`config.mk`:
```
export PLATFORM = sky130hd
export DESIGN_NAME = rom_fetch_unit
export DESIGN_NICKNAME = d
export VERILOG_FILES = /design/src/rtl/rom_fetch_pkg.sv /design/src/rtl/rom_fetch_unit.sv
export SDC_FILE = /design/constraint.sdc
export NUM_CORES = 1
export LEC_CHECK = 0
export ABC_AREA = 1
export CAP_MARGIN = 20
export CORE_MARGIN = 8
export CORE_UTILIZATION = 44
export DETAILED_ROUTE_END_ITERATION = 12
export HOLD_SLACK_MARGIN = 0.05
export PLACE_DENSITY = 0.74
export SETUP_SLACK_MARGIN = 0.15
export SLEW_MARGIN = 20
export SYNTH_ARGS = -nofsm -noshare
export SYNTH_HDL_FRONTEND = slang
export SYNTH_SLANG_ARGS = --single-unit
```
`constraint.sdc`:
```
create_clock -name Clk -period 1.7 [get_ports Clk]
set_clock_uncertainty 0.05 [all_clocks]
set_input_delay 0.425 -clock Clk [delete_from_list [all_inputs] [get_ports Clk]]
set_output_delay 0.425 -clock Clk [all_outputs]
set_load 0.005 [all_outputs]
```
`src/rtl/rom_fetch_pkg.sv`:
```
// Shared widths and FSM encoding for the ROM fetch sequencer.
package rom_fetch_pkg;
    localparam int ADDR_W = 8;
    localparam int DATA_W = 8;

    typedef enum logic [1:0] {
        IDLE  = 2'd0,
        FETCH = 2'd1,
        DRAIN = 2'd2
    } state_e;
endpackage

```
`src/rtl/rom_fetch_unit.sv`:
```
// Walks a burst of consecutive ROM addresses and streams each word out over
// a valid/ready handshake, flagging the last word and pulsing done on its accept.
module rom_fetch_unit
    import rom_fetch_pkg::*;
#(
    parameter int ADDR_W = rom_fetch_pkg::ADDR_W,
    parameter int DATA_W = rom_fetch_pkg::DATA_W
) (
    input  logic              Clk,
    input  logic              Reset,
    input  logic              Start,
    input  logic [ADDR_W-1:0] StartAddr,
    input  logic [ADDR_W-1:0] Length,
    output logic [ADDR_W-1:0] Address,
    input  logic [DATA_W-1:0] RomData,
    output logic [DATA_W-1:0] OutData,
    output logic              OutValid,
    input  logic              OutReady,
    output logic              OutLast,
    output logic              Busy,
    output logic              Done
);
    state_e              state_q, state_d;
    logic [ADDR_W-1:0]   addr_q, addr_d;
    logic [ADDR_W-1:0]   rem_q, rem_d;
    logic [DATA_W-1:0]   data_q, data_d;
    logic                valid_q, valid_d;
    logic                last_q, last_d;
    logic                busy_q, busy_d;
    logic                done_q, done_d;
    logic                capture;
    logic                accept;

    // A new word may be captured whenever the output slot is empty or draining this cycle.
    assign capture = (state_q == FETCH) && (!valid_q || OutReady);
    assign accept  = valid_q && OutReady;

    always_comb begin
        state_d = state_q;
        addr_d  = addr_q;
        rem_d   = rem_q;
        data_d  = data_q;
        valid_d = valid_q;
        last_d  = last_q;
        done_d  = 1'b0;
        case (state_q)
            IDLE: begin
                if (Start) begin
                    if (Length != '0) begin
                        addr_d  = StartAddr;
                        rem_d   = Length;
                        state_d = FETCH;
                    end else begin
                        done_d = 1'b1;
                    end
                end
            end
            FETCH: begin
                if (capture) begin
                    data_d  = RomData;
                    valid_d = 1'b1;
                    last_d  = (rem_q == ADDR_W'(1));
                    addr_d  = addr_q + ADDR_W'(1);
                    rem_d   = rem_q - ADDR_W'(1);
                    if (rem_q == ADDR_W'(1)) state_d = DRAIN;
                end else if (accept) begin
                    valid_d = 1'b0;
                    last_d  = 1'b0;
                end
            end
            DRAIN: begin
                if (accept) begin
                    valid_d = 1'b0;
                    last_d  = 1'b0;
                    done_d  = 1'b1;
                    state_d = IDLE;
                end
            end
            default: state_d = IDLE;
        endcase
        busy_d = (state_d != IDLE);
    end

    always_ff @(posedge Clk) begin
        if (Reset) begin
            state_q <= IDLE;
            addr_q  <= '0;
            rem_q   <= '0;
            data_q  <= '0;
            valid_q <= 1'b0;
            last_q  <= 1'b0;
            busy_q  <= 1'b0;
            done_q  <= 1'b0;
        end else begin
            state_q <= state_d;
            addr_q  <= addr_d;
            rem_q   <= rem_d;
            data_q  <= data_d;
            valid_q <= valid_d;
            last_q  <= last_d;
            busy_q  <= busy_d;
            done_q  <= done_d;
        end
    end

    assign Address  = addr_q;
    assign OutData  = data_q;
    assign OutValid = valid_q;
    assign OutLast  = last_q;
    assign Busy     = busy_q;
    assign Done     = done_q;
endmodule

```
==> results of run 1 <==
[cell usage after synthesis, types with 3 or more instances]
library cell / instances / area [um2]
nand2_1: 76 / 285
nor2_1: 41 / 154
dfxtp_1: 30 / 601
o21ai_0: 24 / 120
inv_1: 23 / 86.3
nand3_1: 21 / 105
a21oi_2: 10 / 87.6
nand2_2: 10 / 62.6
ha_1: 7 / 87.6
a21oi_1: 4 / 20.0
buf_2: 3 / 15.0
inv_2: 3 / 11.3
nand2_4: 3 / 33.8
[cell families (layout without fill, tap and decap cells)]
kind of cell | Yosys count | count (layout) | share of synthesized area
flip-flops | 30 | 30 | 0.327
AO/OA/AOI/OAI | 44 | 44 | 0.162
buffers and inverters | 35 | 99 | 0.0905
AND/OR/NAND/NOR | 157 | 158 | 0.368
XOR/XNOR | 1 | 1 | 0.00477
adder cells (fa/ha/maj) | 7 | 7 | 0.0476
[power breakdown]
part	total [uW]	internal [uW]	switching, uW
Sequential	856	788	67.5
Clock	607	325	282
Combinational	804	363	441
[final cells by class]
| cell class | instances | area [um2] |
|---|---|---|
| fill | 345 | 1400 |
| clock inverter | 2 | 12.5 |
| inverter | 26 | 100 |
| multi-input combinational | 210 | 1150 |
| timing repair buffer | 65 | 586 |
| sequential | 30 | 613 |
| clock buffer | 6 | 82.6 |
| tap | 50 | 62.6 |
[registers in the layout (all words and copies together), names as in the netlist]
| signal | cells |
|---|---|
| Address | 8 |
| Busy | 1 |
| Done | 1 |
| OutData | 8 |
| OutLast | 1 |
| OutValid | 1 |
| rem_q | 8 |
| state_q | 2 |
[final timing paths]
| kind | depth (start not counted) | slack, ns | to | from |
|---|---|---|---|---|
| setup / recovery | 11 | 0.20 | Address[6]$_SDFFE_PP0P_ | state_q[1]$_SDFF_PP0_ |
| hold / removal | 2 | 0.41 | OutLast$_SDFFE_PP0P_ | OutLast$_SDFFE_PP0P_ |
| setup reg to reg | 11 | 0.20 | Address[6]$_SDFFE_PP0P_ | state_q[1]$_SDFF_PP0_ |
| hold reg to reg | 2 | 0.41 | OutLast$_SDFFE_PP0P_ | OutLast$_SDFFE_PP0P_ |
[metal layers]
layer / track usage / wire (um) / part of all wire / vias to the layer above
li1: - / - / - / 997
met1: 0.200 / 2210 / 0.44 / 852
met2: 0.275 / 2480 / 0.49 / 51
met3: 0.0313 / 253 / 0.050 / 8
met4: 0.0745 / 97 / 0.019 / 0
met5: 0 / 0 / 0 / -
[stage by stage]
stage / std cells / worst slack, ns
floorplan: 274 / 0.159
global placement: 376 / -0.262
detailed placement: 376 / -0.277
CTS: 389 / 0.0400
global route: 389 / 0.108
finish: 389 / 0.196
[critical path, delay by kind of cell, from the launching register on]
| kind | cells | cell delay (ns) |
|---|---|---|
| AOI/OAI and AO/OA | 1 | 0.18 |
| adders and majority gates | 1 | 0.18 |
| buffers and inverters | 5 | 0.40 |
| DFF | 1 | 0.35 |
| and+or+nand+nor | 4 | 0.23 |
[what timing repair did]
action                                  4_1_cts  5_1_grt
pin swaps                                     4        4
resized for setup                            43       11
endpoints found under the setup margin       38       19
gates cloned                                  1        0
setup buffers                                 4        0
==> summary by stage, run 1 <==
Cells and area
The post-layout instance area is roughly 0.0026 mm2. The utilization of the core after routing is 0.651. The antenna cell count is 0. Compared with the post-synthesis result, the final layout area differs by 41.7%. The most common library cell in the layout ignoring fill and taps is nand2_1. The top cell types in the final layout, fill and taps aside, are 74 x nand2_1, 38 x nor2_1, 28 x dlygate4sd2_1, 23 x o21ai_0.

Of the cells placed in the final design, the portion with a size suffix greater than 1 is 0.230. After the last flow step, the layout net total stands at roughly 370.

Yosys
Synthesis produced a netlist with a net count of 309. The count of state elements after synthesis is 30. Counting flops with a built-in enable in the synthesized netlist gives 0.

Yosys printed 0 warnings. Summing every instance area after synthesis gives 0.00184 mm2. For this run, asynchronously set or reset flops after synthesis account for 0. For this run, the leading register cell type out of synthesis is dfxtp_1. After synthesis, the mean cell area works out to 6.71 um2.

The cell count after synthesis came out at roughly 270. The post-synthesis cell type count is 27. For this run, the register share of the synthesized area comes to 0.327.

Clock network
The H-tree depth reported by CTS is 2. The tree is rooted in a clkbuf_8. After clock tree synthesis, the clock-pin slew on the worst setup and hold paths is roughly 0.07 ns. The number of buffers inserted by hold repair at cts is 0.

TritonCTS built the clock tree. The total clock buffers created by CTS is 5. The clock insertion delay at the later pin of the skew report is approximately 0.28 ns. Counting along the longest clock path gives a buffer depth of 2. The count of clock tree sinks is 30.

Timing
In the finished design, the share of the clock period the worst path needs comes to 0.885. The post-route setup TNS is 0 ns. The highest achievable clock rate is 665 MHz. After layout, the minimum clock period comes to between 1.5 and 2 ns. The number of failing hold endpoints at the final stage came to 0. Setup repair after global routing could not meet its margin everywhere. The worst slew margin relative to its limit is 0.705. The count of final setup violators is 0. The max-slew violation count is 0. The slew of the pin with the lowest slew margin is between 0.4 and 0.5 ns. Across all hold checks on the routed design, the worst slack comes to just over 0.4 ns.

Drt
The remaining number of nets flagged by the antenna check after routing is 0. The post-detailed-route via-to-cell ratio is just under 5. The number of violations reported at the end of detailed-routing iteration 0 is around 120. Wires add up to ~5000 um. In the final routed layout, each cell accounts on average for 13.0 um. The number of remaining DRC errors is 0. The number of vias after detailed routing is between 1500 and 2000. For this run, the detailed router's first-pass iteration total came to 4.

Global routing
The first-pass GRT wire length is between 8000 and 9000 um. The initial antenna violation count came to 0. Entering global routing, the biggest net connects 21 pins.

In the global route stage, overall resource usage came out at 0.165. The via count of the first global-routing pass came to 1904. For this run the aggregate overflow at the end of global routing stands at 0.

Critical path
The required time of the worst setup path is approximately 1.8 ns. STA classifies the critical path endpoint as a flop. Data arrives at the worst endpoint at 1.63 ns. For this design, the slowest cell found on the critical path is dfxtp_2. The element type at the critical path start is a flop.

The critical path goes through inv_2 -> ha_4 -> nand2_4 -> inv_2 -> a21oi_4 -> inv_4 -> buf_4 -> nand3_1 -> nand2_1 -> inv_1 -> nor2_1. In this run the worst path has a maximum fanout of 4. The critical path is of the flop to flop type. The most frequent cell on the critical path is inv_2. The largest single stage delay on the critical path is between 0.3 and 0.4 ns.

Floorplanning
The die span in y is roughly 81 um. The number of rows created at floorplan is 23. The floorplan step set the die width to slightly above 80 um. The die covers 0.00650 mm2. The placeable core region is 0.00400 mm2. The starting utilization of the core area is 0.459. The I/O pin count is 48.

Placed design
Once placement finished, the instance area stood at approximately 0.0024 mm2. The half-perimeter wire length after detailed placement is ~3600 um. The count of input and output buffers is 47.

Routability-driven placement finished with a final weighted congestion of roughly 0.84.

Flow run
The tool flagged a number of max-cap violations equal to 0.

Pwr
Summing internal, switching and leakage power gives around 2300 uW. The leakage power total is approximately 0.0012 uW. The total power per unit cell area is around 870 mW/mm2. The worst-case IR drop observed on VDD is 0.530 mV.

Run status
The flow ran to the end, and the final reports show no timing, DRC or antenna violations.

Worst hold path
In this run the worst hold path is classified as flop to flop.
No activity file was read; power rests on OpenSTA's default activity.
==> run 2, diff against run 1 <==
==> constraint.sdc (replaced) <==
create_clock -name Clk -period 1.45 [get_ports Clk]
set_clock_uncertainty 0.05 [all_clocks]
set_input_delay 0.3625 -clock Clk [delete_from_list [all_inputs] [get_ports Clk]]
set_output_delay 0.3625 -clock Clk [all_outputs]
set_load 0.005 [all_outputs]
==> summary by stage, run 2 (synthesis results as in run 1) <==
Critical path
The biggest fanout along the worst timing path is 8. Among all stages on the critical path, the largest delay is contributed by dfxtp_2. STA puts the critical path data required time at between 1.5 and 2 ns. In this design, the stage delay of the slowest critical-path cell is roughly 0.35 ns. The critical path starts at state_q[1]$_SDFF_PP0_. At the worst endpoint, the arrival time is 1.70 ns. The critical path capture point type is a flop. Across all register-to-register paths, the minimum setup slack is -0.1 ns. The worst setup path is of the flop to flop kind.

The most frequent cell on the critical path is nand2_8. The length in cells of the worst reg-to-reg path is 10. In this run the critical register-to-register path is launched from state_q[1]$_SDFF_PP0_. Walking the worst path, the cells encountered are inv_4 -> ha_4 -> nand2_8 -> inv_6 -> a21oi_4 -> buf_6 -> inv_8 -> nand2_8 -> o21ai_2 -> nor2_1. The worst setup path is launched from a flop. The capturing point of the worst reg2reg path is Address[0]$_SDFFE_PP0P_.

Drt
Summed over all layers, the routed wires come to around 6900 um. In this run, the number of DRC markers left after iteration 0 of detailed routing was 96. The remaining number of nets flagged by the antenna check after routing is 0.

The number of vias after detailed routing is about 2200. The first detailed-routing pass took 5 iterations. After detailed routing, the number of vias per cell comes to 5.36. The number of remaining DRC errors is 0. The routed wire length per instance is 16.6 um.

Run status
The checks that failed: setup timing. The flow ran to the end, but the final reports show violations.

Timing
Across all setup checks in the final design, the least slack found is -0.0980 ns. Setup repair after global routing could not meet its margin everywhere. Based on the critical path, the design can be clocked at up to 646 MHz.

The max-slew violation count came to 0. In the finished design, the share of the clock period the worst path needs comes to 1.07. The worst slew margin relative to its limit is 0.831.

The slew of the pin with the lowest slew margin is roughly 0.25 ns. The number of failing hold endpoints at the final stage is 0. The routed design could run at a clock period as short as about 1.5 ns. For the final routed database, the setup TNS stands at -0.459 ns. The worst hold slack across all endpoints is roughly 0.41 ns.

The count of final setup violators is 16.

Worst hold path
The sink of the worst hold path is OutLast$_SDFFE_PP0P_. The min-delay analysis places its worst path in the category flop to flop. The number of stages on the worst hold path is 2. In this run the most critical hold path is launched from OutLast$_SDFFE_PP0P_.

Cells and area
The number of antenna diodes in the final layout is 0. The final non-filler cell total is 417. Registers take between 600 and 700 um2. The post-synthesis to final-layout area growth is 73.7%. The share of cells above drive strength 1 is 0.480.

The number of fillers in the final layout is roughly 230. The finished cells cover 0.00319 mm2. Leaving out fill and tap cells, the most frequent cells in the layout are 59 x nand2_1, 36 x buf_4, 23 x nor2_1, 19 x nand2_4.

The count of nets after finishing is about 400. In the final layout, the multi-input gates occupy 0.00148 mm2. The library cell used most frequently in the layout, excluding fill and tap cells, is nand2_1.

Floorplanning
The die covers roughly 0.0065 mm2. The starting utilization of the core area is 0.459. The die span in y is around 80 um. The floorplan has 23 rows. The floorplan step set the die width to about 80 um. The I/O pin count is 48. The placeable core region is ~0.004 mm2.

Placed design
After detailed placement, the total cell area comes to between 0.002 and 0.003 mm2. During placement, the flow inserted port buffers numbering 47. The count of placed standard cells including taps is 386. The half-perimeter wire length after detailed placement is between 3000 and 4000 um. The routability congestion estimate is 0.804.

Clock network
Clock-pin slew was measured on the worst setup and hold paths at 0.07 ns. The clock insertion delay at the later pin of the skew report is around 0.29 ns. In this run, post-CTS hold repair placed 0 buffers. TritonCTS built the clock tree. The H-tree depth reported by CTS is 2. Clock tree synthesis found a total of 30 sinks.

The maximum number of buffers from clock root to sink is 2. The number of clock buffers added by TritonCTS is 5. The tree is rooted in a clkbuf_8.

Global routing
The global-route total usage across every layer is 0.202. The first-pass GRT wire length is slightly above 10000 um. The via count of the first global-routing pass is about 2200. The largest net degree at the start of global routing is 16. The initial antenna violation count is 0. The total congestion overflow after global routing is 0.

Pwr
For this design the static power due to leakage is 0.00149 uW. Across the VDD grid, the largest voltage drop is 0.726 mV. The total power consumption of the routed design is roughly 3200 uW. The total power per unit cell area is approximately 1000 mW/mm2.

Flow run
Max-cap violations in this run came to 0.
## run 2: cell count changes in the layout (fill, tap and decap cells not counted), moves of 13 or more
cell,delta
nand2_1,-15
nor2_1,-15
buf_4,+19
clkbuf_2,+13
nor2_4,+14
dlygate4sd2_1,-19
nand2_4,+17
## run 2: stage by stage
stage	setup WS [ns]	utilization
after global placement	-0.447	0.630
after detailed placement	-0.513	0.630
after global routing	-0.173	0.798
after CTS	-0.0122	0.755
after floorplan	-0.00791	-
final	-0.0980	0.798
## run 2: area by class of cell
class	count	area share
repair buffers	93	0.255
well taps	50	0.0196
flip-flops and latches	30	0.197
multi-input cells	210	0.463
inverters	26	0.0365
clock inverters	1	0.00157
clock buffers	7	0.0270
## run 2: repair_timing
item / in CTS / in global routing
buffers inserted: 15 / 6
cloned: 2 / 0
pin swaps: 33 / 14
gates resized for setup: 121 / 79
setup endpoints to repair: 48 / 44
## run 2: worst max-delay path, delay by kind of cell (launching register included)
family | cells | cell delay [ns]
AO/OA/AOI/OAI | 2 | 0.23
AND/OR/NAND/NOR | 3 | 0.37
adder cells (fa/ha/maj) | 1 | 0.18
flip-flops | 1 | 0.35
buffers and inverters | 4 | 0.29
## run 2: worst max-delay path by stage
stage | end | cells past startpoint
2_1_floorplan | Address[4]$_SDFFE_PP0P_ | 11
3_3_place_gp | Address[6]$_SDFFE_PP0P_ | 10
3_5_place_dp | rem_q[2]$_SDFFE_PP0P_ | 9
4_1_cts | Address[5]$_SDFFE_PP0P_ | 10
5_1_grt | Address[0]$_SDFFE_PP0P_ | 10
6_report | Address[0]$_SDFFE_PP0P_ | 10
## run 2: metal layers
metal / part of all wire / GRT usage
met1: 0.39 / 0.221
met2: 0.51 / 0.344
met3: 0.073 / 0.0558
met4: 0.028 / 0.105
met5: 0 / 0
## run 2: power by group
| part | switching, uW | internal [uW] | leakage [uW] | total, uW |
|---|---|---|---|---|
| combinational | 794 | 655 | 0.00119 | 1450 |
| sequential | 100 | 931 | 0.000254 | 1030 |
| clock | 328 | 382 | 0.0000482 | 711 |
==> run 3, diff against run 2 <==
--- a/config.mk
+++ b/config.mk
@@ -7,13 +7,13 @@
 export LEC_CHECK = 0
 export ABC_AREA = 1
 export CAP_MARGIN = 20
+export CORE_ASPECT_RATIO = 0.5
 export CORE_MARGIN = 8
 export CORE_UTILIZATION = 44
 export DETAILED_ROUTE_END_ITERATION = 12
 export HOLD_SLACK_MARGIN = 0.05
 export PLACE_DENSITY = 0.74
 export SETUP_SLACK_MARGIN = 0.15
-export SLEW_MARGIN = 20
 export SYNTH_ARGS = -nofsm -noshare
 export SYNTH_HDL_FRONTEND = slang
 export SYNTH_SLANG_ARGS = --single-unit
==> summary by stage, run 3 (synthesis results as in run 1) <==
Run status
The run finished, with violations left. The checks that failed: setup timing.

Cells and area
Excluding fillers, the count of instances in the completed layout stands at 410. The share of cells above drive strength 1 is 0.407. Leaving out fill and tap cells, the most frequent cells in the layout are 57 x nand2_1, 30 x nor2_1, 23 x buf_4, 22 x nand2_2.

The antenna cell count is 0. The number of fillers in the final layout is roughly 290. From synthesis to final layout, the design area changed by 65.1%. Summing all non-filler instances in the final layout gives an area of 0.00303 mm2.

The most common library cell in the layout ignoring fill and taps is nand2_1. The count of nets after finishing is ~400.

Pwr
Summed over all cells, the static leakage comes to 0.00135 uW. The share of total power in combinational logic is 0.432. The peak supply drop is between 0.5 and 0.6 mV. Of the total power, the share spent switching nets is 0.375. Summed over all nets, the switching power comes to between 1000 and 1500 uW. The clock power share is 0.232.

The total power per unit cell area is between 1000 and 1500 mW/mm2. The cell-internal power is approximately 1900 uW. Of the total power, registers draw 0.336.

Timing
The worst hold slack across all endpoints is around 0.43 ns. The slew of the pin with the lowest slew margin is ~0.3 ns. For the final routed database, the setup TNS stands at -0.121 ns. The number of failing hold endpoints at the final stage is 0. The highest achievable clock rate is 660 MHz. The worst path setup slack after routing is -0.0641 ns. The worst slew margin relative to its limit is 0.799. The final critical path time including I/O delays and setup is between 1.5 and 2 ns. The post-route fraction of the period consumed by the critical path is 1.04. Setup repair after global routing could not meet its margin everywhere. The count of final setup violators is 6.

The max-slew violation count came to 0.

Worst hold path
The worst hold path class is flop to flop.

Critical path
Traced cell by cell, the critical path runs through inv_4 -> buf_6 -> ha_4 -> a21oi_4 -> inv_4 -> buf_6 -> nand3_2 -> nand2_1 -> inv_1 -> nor2_1. The highest cell delay on the worst timing path is 0.36 ns. The total buffers and inverters traversed by the critical path is 5. The worst setup path is captured at a flop. Data on the critical path arrives at its endpoint at roughly 1.6 ns. Among all stages on the critical path, the largest delay is contributed by dfxtp_2. The element type at the critical path start is a flop. In this design, the largest share of critical-path delay is due to buffers and inverters.

The path type of the worst setup path is flop to flop. In this run the worst path has a maximum fanout of 4. The required time of the worst setup path is ~1.6 ns.

Clock network
Counting every sink on the clock net gives 30. After clock tree synthesis, the flow added hold-fix buffers numbering 0. TritonCTS built the clock tree.

In this run the number of H-tree levels came out at 2. The clock insertion delay at the later pin of the skew report is between 0.2 and 0.3 ns. The maximum number of buffers from clock root to sink is 2. The clock input transition at the sequential cells of the worst setup and hold paths is roughly 0.060 ns. The clock root buffer is clkbuf_8. Buffers inserted during clock tree synthesis total 5.

Floorplanning
In this run the count of I/O pins placed on the die edge is 48. The initialized floorplan defines 16 standard-cell rows. The die span in y is 61.7 um. The initial utilization of the core area, before any placement, comes to 0.464. The die width is 107 um. The placeable core region is 0.00396 mm2. The die covers 0.00663 mm2.

Drt
Summing over every cut layer, the via total after detailed routing is about 2100. The count of nets left with antenna violations once routing finished came out at 0. The post-detailed-route via-to-cell ratio is between 5 and 6. The pre-antenna-repair detailed-routing pass consisted of 4 iterations. The routed wire length per instance is around 15 um. Summed over all layers, the routed wires come to 6170 um. In this run, the number of DRC markers left after iteration 0 of detailed routing was between 80 and 90. The number of remaining DRC errors is 0.

Global routing
The total congestion overflow after global routing is 0. For this run, global-route usage on met2 was measured as 0.326. Entering global routing, the biggest net connects 15 pins. After global routing, the most crowded layer is met2. For this run, global-route usage on met3 was measured as 0.0658. The initial antenna violation count is 0. The global-route total usage across every layer is 0.187. The via count of the first global-routing pass is roughly 2100. For this run, global-route usage on met1 was measured as 0.210. The first-pass GRT wire length is about 9700 um.

Placed design
The count of placed standard cells including taps is between 300 and 400. Detailed placement ended at an HPWL of 3780 um. The placed cell area is 0.00250 mm2. At the end of routability-driven placement, the weighted congestion stood at about 0.86. The count of input and output buffers is 47. Prior to clock tree synthesis, the placed netlist has a worst setup slack of -0.503 ns.

Flow run
Max-cap violations in this run came to 0.
==> run 3: changes by cell type in the layout (fill, tap and decap cells not counted), sizes merged <==
cell and change:
clkdlybuf4s15 +4, buf -11, clkbuf -8, clkdlybuf4s50 +1, dlygate4sd2 +3
==> run 3: worst reg2reg max path, stage by stage (launching register included) <==
cell	delay, ns
dfxtp_2	0.36
inv_4	0.05
buf_6	0.11
ha_4	0.17
a21oi_4	0.20
inv_4	0.11
buf_6	0.13
nand3_2	0.06
nand2_1	0.07
inv_1	0.06
nor2_1	0.04
==> run 3: metrics by stage <==
stage	util	total power [uW]
after floorplan	-	1600
after global placement	0.631	1930
after detailed placement	0.631	1950
after CTS	0.745	2940
after global routing	0.765	3230
final	0.765	3040
==> run 3: what timing repair did <==
| item | in CTS | in global routing |
|---|---|---|
| setup buffers | 14 | 1 |
| pin swaps | 37 | 15 |
| cloned | 2 | 0 |
| gates resized for setup | 107 | 57 |
| endpoints found under the setup margin | 46 | 43 |
==> run 3: path summary, 6_finish.rpt <==
kind	from	end	slack, ns	depth (start not counted)
max reg2reg	state_q[1]$_SDFF_PP0_	Address[6]$_SDFFE_PP0P_	-0.06	10
max	state_q[1]$_SDFF_PP0_	Address[6]$_SDFFE_PP0P_	-0.06	10
min	OutData[7]$_SDFFE_PP0P_	OutData[7]$_SDFFE_PP0P_	0.43	2
min reg2reg	OutData[7]$_SDFFE_PP0P_	OutData[7]$_SDFFE_PP0P_	0.43	2
==> run 3: final cells by class <==
cell class | instances | area, um2 | area share
Tap cell | 54 | 67.6 | 0.0223
Multi-Input combinational cell | 210 | 1360 | 0.449
Clock inverter | 1 | 5.00 | 0.00165
Clock buffer | 7 | 86.3 | 0.0285
Timing Repair Buffer | 82 | 776 | 0.256
Sequential cell | 30 | 624 | 0.206
Inverter | 26 | 114 | 0.0375
==> run 3: metal layers <==
layer | vias to the layer above | wire length, um | share of wire
li1 | 1037 | - | -
met1 | 986 | 2460 | 0.40
met2 | 86 | 2970 | 0.48
met3 | 15 | 628 | 0.10
met4 | 0 | 109 | 0.018
met5 | - | 0 | 0
==> run 3: power by group through the flow <==
stage | clock network [uW] | registers, uW | logic, uW
global placement | 0 | 1010 | 922
finish | 707 | 1020 | 1320
global route | 776 | 1030 | 1420
detailed placement | 0 | 1020 | 938
floorplan | 0 | 1020 | 580
CTS | 721 | 1020 | 1200
